==> src/rtl/pg_top.sv <==
// pg_top: pattern generator replaying host-written 16-bit words on pins at a programmable tick rate.
module pg_top #(
  parameter int         width = 32,
  parameter logic [2:0] ADDR  = 3'd1,
  parameter int         DEPTH = 16
) (
  input  logic                     clk,
  input  logic                     rst,
  input  logic [width-1:0]         packet_in,
  input  logic                     packet_valid,
  output logic                     packet_ready,
  output logic [15:0]              pin_vals,
  output logic [$clog2(DEPTH):0]   fifo_count,
  output logic                     running,
  output logic                     underrun,
  output logic                     fmt_err
);
  localparam int AW = $clog2(DEPTH);
  logic [15:0]   mem [DEPTH];
  logic [AW-1:0] wptr, rptr;
  logic [23:0]   period, cnt;
  logic          acc, hit, cfg_p, flush, push, bad, empty, tick, pop;
  logic          unused_rsvd;
  assign unused_rsvd = packet_in[25];
  assign running = period != '0;
  always_comb begin
    packet_ready = fifo_count != (AW+1)'(DEPTH);
    acc          = packet_valid & packet_ready;
    hit          = acc && packet_in[31:29] == ADDR;
    cfg_p        = hit & packet_in[28];
    flush        = cfg_p & packet_in[24];
    push         = hit & !packet_in[28] & (packet_in[27:26] == 2'd2);
    bad          = hit & !packet_in[28] & (packet_in[27:26] != 2'd2);
    empty        = fifo_count == '0;
    tick         = running && cnt == period;
    // a flush in the same cycle discards the head instead of replaying it
    pop          = tick & !empty & !flush;
  end
  always_ff @(posedge clk or negedge rst) begin
    if (!rst) begin
      period     <= '0;
      cnt        <= '0;
      underrun   <= 1'b0;
      fmt_err    <= 1'b0;
      wptr       <= '0;
      rptr       <= '0;
      fifo_count <= '0;
      pin_vals   <= '0;
    end else begin
      if (cfg_p) begin
        period   <= packet_in[23:0];
        cnt      <= '0;
        underrun <= 1'b0;
        fmt_err  <= 1'b0;
      end else begin
        cnt <= (!running || tick) ? '0 : cnt + 24'd1;
        if (tick & empty) underrun <= 1'b1;
        if (bad) fmt_err <= 1'b1;
      end
      if (flush) begin
        wptr       <= '0;
        rptr       <= '0;
        fifo_count <= '0;
      end else begin
        if (push) wptr <= wptr + 1'b1;
        if (pop) begin
          rptr     <= rptr + 1'b1;
          pin_vals <= mem[rptr];
        end
        fifo_count <= fifo_count + (AW+1)'(push) - (AW+1)'(pop);
      end
    end
  end
  always_ff @(posedge clk) begin
    if (push) mem[wptr] <= packet_in[15:0];
  end
endmodule

==> config.mk <==
export PLATFORM = sky130hd
export DESIGN_NAME = pg_top
export DESIGN_NICKNAME = d
export VERILOG_FILES = /design/src/rtl/pg_top.sv
export SDC_FILE = /design/constraint.sdc
export NUM_CORES = 1
export LEC_CHECK = 0
export CAP_MARGIN = 20
export CORE_MARGIN = 10
export CORE_UTILIZATION = 45
export DETAILED_ROUTE_END_ITERATION = 16
export SYNTH_ARGS = -nofsm -noshare
export SYNTH_HDL_FRONTEND = slang
export SYNTH_SLANG_ARGS = --single-unit
==> constraint.sdc <==
create_clock -name clk -period 8.7 [get_ports clk]
set_input_delay 2.175 -clock clk [delete_from_list [all_inputs] [get_ports clk]]
set_output_delay 2.175 -clock clk [all_outputs]
set_load 0.02 [all_outputs]
==> key figures <==
Synth
  • Number of distinct library cell variants in the gate-level netlist after synthesis: 53
  • Netlist area before placement: 13,800 um2
  • Number of instances in the synthesized netlist: ~750
  • Most used flip-flop cell after synthesis: edfxtp_1
  • Nets in the synthesized netlist: between 700 and 800
  • Number of synthesized register bits: ~340
  • Total number of yosys warnings: 0
  • Mean instance size in the synthesized netlist: approximately 18 um2
  • Number of flops mapped to enable cells by yosys: 256
  • Portion of synthesized cell area occupied by the leading cell type: 55.8%
  • Part of the Yosys area used for sequential elements: 70.1%
  • Combinational family with the most area after synthesis: multiplexers
  • Synth Area in XOR/XNOR: 3.42%
  • Dominant cells by area after synthesis: edfxtp_1 (56%), dfrtp_1 (14%), mux4_2 (11%)
  • Post-synthesis compound-gate area fraction: around 2.1%
  • Cell with the most instances after synthesis: edfxtp_1
  • Fraction of the mapped netlist area in simple logic gates: around 6.3%
  • Fraction of synthesis flops using an asynchronous set or reset pin: 23.6%
  • Post-synth top cells: edfxtp_1 (256), dfrtp_1 (79), mux4_2 (66), nor2_1 (40)
  • Fraction of synthesized area in multiplexers: roughly 15%
  • Area leader, netlist: edfxtp_1
  • Share of synthesized cell area in full adder, half adder and majority cells: 1.23%

Flow run
  • MaxCap Viol Count: 0

Outcome
  • Outcome: finished clean

STA
  • Achievable Freq: 204 MHz
  • Post-route clock skew: approximately 19 ps
  • Unrepaired setup endpoints after global routing: no
  • Setup-violating endpoint count in the final report: 0
  • Worst Tran Pin Value: around 1100 ps
  • Max-slew violation total from the final report: 0
  • Sum of negative setup slack: 0 ps
  • Minimum clock period after layout: 4900 ps
  • Share of the clock period used by the worst path after layout: 56.4%
  • Final count of hold timing violations: 0
  • Worst-case setup margin in the final layout: between 3000 and 4000 ps
  • Worst slew margin: 25.3%

Route
  • Post-detailed-route wirelength per cell: roughly 23 um
  • DRC violations left: 0
  • Number of nets with antenna violations after detailed routing: 0
  • Final wirelength: about 30,000 um
  • Per-cell via count in the routed design: about 5.6
  • Via count: 6,958
  • Starting DRC count in detailed routing: 478
  • 1st-pass router iterations: 4

Clocking
  • Clock tree buffer depth: 3
  • Clock H-tree levels: 2
  • Number of CTS-inserted buffers: 36
  • Clock transition at the registers of the reported paths: about 60 ps
  • Hold-fix buffer count after cts: 0
  • CTS tree: yes
  • Clk sink count: between 300 and 400
  • Clk Latency, worst-skew pair: just over 500 ps
  • Clock Root Buffer: clkbuf_16
  • Post-CTS repair timing setup buffer count: 0
  • Gates resized, CTS repair: 0

Power
  • Peak supply drop: 0.145 mV
  • Leakage Power: between 5 and 6 nW
  • Total power: about 0.0045 W
  • Areal power density over the cells: roughly 280 nW/um2

Worst setup path
  • Crit-path max FO: 5
  • Arrival time at the worst endpoint: between 2000 and 3000 ps
  • Sort of element at the start of the critical path: flop
  • FF-to-FF path depth: 7
  • Classification of the worst setup path: reg2out
  • CP Data Required Time: ~6500 ps
  • Capturing element type of the critical path: output pin

Layout
  • Syn-to-layout area delta: 16.2%
  • ANT cells: 0
  • Layout filler cell count: roughly 2,400
  • Layout Utilization: a little over half
  • Net total in the final layout: 876
  • Ratio of cells with drive above 1 in the final layout: between 20% and 30%
  • Area of all placed cells without fillers: approximately 16,000 um2

Global routing
  • Wire length of the first global-routing pass: around 45,000 um
  • Global route total overflow: 0
  • Initial antenna violation count: 0
  • Vias in the first global route: 7,448
  • Maximum number of pins on one net before global-route repair: 62
  • Global Route Usage Sum: between 15 and 20%

Placement
  • Placed instance area: approximately 15,000 um2
  • DPL Wire Length: around 18,000 um
  • Number of port buffers: between 50 and 60
  • Pre-CTS setup slack: 3260 ps
  • Final RePlAce weighted congestion: 0.814

Die
  • Total Die Area: between 30,000 and 40,000 um2
  • Initial standard-cell utilization of the core: ~45%
  • Height of the die: 195 um
  • Core area: slightly above 30,000 um2
  • Ports placed on the boundary: 60
  • Total number of placement rows: 64
  • Horizontal die dimension: a little under 200 um

Hold path
  • Worst hold path cell count: 1
  • Tightest Hold Check Type: reg2reg
[through the flow]
stage / hold WS (ps) / instances
after floorplan: 485 / 745
after detailed placement: 493 / 1186
final: 509 / 1251
after global routing: 528 / 1251
after global placement: 495 / 1186
after CTS: 517 / 1251
[worst paths after layout]
path | startpoint | endpoint | slack [ps]
min reg2reg | underrun | underrun | 510
min | underrun | underrun | 510
min in group asynchronous | rst | fifo_count[3] | 1570
max | period[0] | running | 3800
max reg2reg | fifo_count[2] | mem[10][2] | 5140
max in group asynchronous | rst | rptr[0] | 5950
[cells in the final DEF (no fill, tap or decap), types with 6 or more instances in the layout]
master / synthesis / final
mux4_2: 66 / 66
nand3_1: 10 / 10
mux2_2: 30 / 30
nor4_4: 6 / 6
a21oi_1: 13 / 13
ha_1: 12 / 12
mux2i_1: 16 / 16
nand2_1: 15 / 15
mux2_4: 10 / 10
nor3_1: 10 / 10
edfxtp_1: 256 / 256
xor2_1: 30 / 30
inv_1: 15 / 15
dfrtp_1: 79 / 77
nor4_1: 7 / 7
clkinv_1: 0 / 6
nor2_1: 40 / 40
clkdlybuf4s50_1: 0 / 57
clkinv_2: 0 / 10
o21ai_0: 8 / 8
a22oi_1: 6 / 6
a221oi_1: 7 / 7
and2_1: 20 / 20
clkbuf_16: 0 / 36
buf_4: 3 / 13
xnor2_1: 22 / 22
[report_power, final]
group	internal, W	switching [W]	total [W]
sequential	0.00183	0.000156	0.00199
combinational	0.000543	0.000462	0.00100
clock	0.000918	0.000599	0.00152
total	0.00330	0.00122	0.00451
[routing by layer]
metal  global-route usage, %  vias up  part of all wire [%]
li1                        -     3098                     -
met1                    20.2     3642                    43
met2                    25.3      174                    50
met3                    3.00       44                   5.1
met4                    4.02        0                   2.0
met5                       0        -                     0
[area by class of cell]
cell class | instances | area (um2) | share of cell area (%)
multi-input combinational | 370 | 3940 | 24.6
timing repair buffer | 70 | 668 | 4.17
inverter | 15 | 56.3 | 0.352
clock buffer | 40 | 926 | 5.78
sequential | 335 | 9670 | 60.4
tap | 396 | 495 | 3.09
clock inverter | 25 | 263 | 1.64
[worst max-delay path, stage by stage (launching register included)]
cell and delay, ps:
dfrtp_1 460, nor4_1 480, nand4_1 320, or2_2 420, clkdlybuf4s50_1 550
[flip-flops by register name (all words and copies together) (netlist names)]
register    cells
period         24
cnt            24
fmt_err         1
wptr            4
fifo_count      5
pin_vals       16
underrun        1
rptr            4
mem           256
[cell families (layout without fill, tap and decap cells)]
group / after synthesis / in the layout
multiplexers: 122 / 122
AO/OA/AOI/OAI: 44 / 44
adder cells (fa/ha/maj): 13 / 13
buffers and inverters: 40 / 150
XOR/XNOR: 53 / 53
flip-flops: 335 / 335
AND/OR/NAND/NOR: 138 / 138
Power figures use the tool's default switching activity.
==> patch: new RTL, same settings <==
Set the parameter `DEPTH` to 32 (it was 16).
--- a/src/rtl/pg_top.sv
+++ b/src/rtl/pg_top.sv
@@ -4,3 +4,3 @@
   parameter logic [2:0] ADDR  = 3'd1,
-  parameter int         DEPTH = 16
+  parameter int         DEPTH = 32
 ) (
Ports: changed (resized fifo_count); port bits go from 60 to 61. No check against the original RTL was run, so the function may have changed too.
==> patch against the original RTL <==
Combinational power up 110%. Sequential power rose by 72%. Cell area increased by 71%. Setup slack worse by 1.0 ns. Sequential cell count grew 259. Power is 79% higher. Synthesized area is 72% higher. Wire length up 80%. Critical endpoint is now fifo_count[4]. Largest cell class unchanged. Largest power group unchanged. Highest routed layer unchanged.
==> patch: results (changes against the original RTL) <==
metric	value	unit	change
clock_latency	0.62	ns	+0.11 ns
grtUsageMet2	0.2557		+0.002322
syn2layout_area_growth	15.10	%	
dr.pass1.iters	5		+1
fillCellCount	4104		+70%
nets	1415		+62%
whs_endpoint	pin_vals[10]		
slew_headroom	0.2693		+0.01680
async_flop_share	0.1380		-0.09777
hold_path_startpoint	pin_vals[10]		
vias	11817		+70%
stdcell_count	2102		+68%
wl_met2	24.53	mm	+70%
synth_edf_count	512		+100%
cp.arrival	6.37	ns	+3.64 ns
status	finished, final reports clean		
max_stage_delay	0.65	ns	+0.10 ns
clock_area_frac	0.07339		-0.0008271
wl_per_cell	24.95	um	+6.9%
grt_pass1_wl	78.65	mm	+75%
p_leak	0.009387	uW	+68%
gr-usage-all-layers	0.1664		+0.01368
seq_share	0.6375		+0.03380
avgSynthCellArea	19.04	sq um	+2.9%
drtIter0Drc	1020		+110%
drive_gt1_frac	0.2086		-0.02178
r2r_cells	16		+9
synth_top_area_share	0.6471		+0.08929
buf_share	0.03802		-0.003696
critical_path.startpoint	packet_in[29]		
[patch: cell count changes in the layout (fill, tap and decap cells not counted), moves of 12 or more]
cell       change
clkbuf_16     +26
nand2_1       +18
o211a_1       +12
mux2i_1       +54
buf_4         +44
nor2_1        +41
a221oi_1      +17
a31oi_1       +12
edfxtp_1     +256
and2_1        -16
mux4_2        +38
[patch: cell families (layout without fill, tap and decap cells)]
| logic type | Yosys count | count (layout) | synth area share |
|---|---|---|---|
| flops | 594 | 594 | 0.7334 |
| fa+ha+maj | 16 | 16 | 0.008741 |
| buf+inv | 80 | 246 | 0.01711 |
| simple gates | 186 | 186 | 0.03812 |
| xor+xnor | 58 | 58 | 0.02138 |
| mux | 218 | 218 | 0.1519 |
| compound gates | 96 | 96 | 0.02928 |
[patch: power by group]
| group | internal [uW] | total, uW | switching, uW | leakage [uW] |
|---|---|---|---|---|
| clock | 1560 | 2610 | 1050 | 0.000988 |
| combinational | 950 | 2050 | 1100 | 0.00275 |
| sequential | 3210 | 3420 | 207 | 0.00564 |
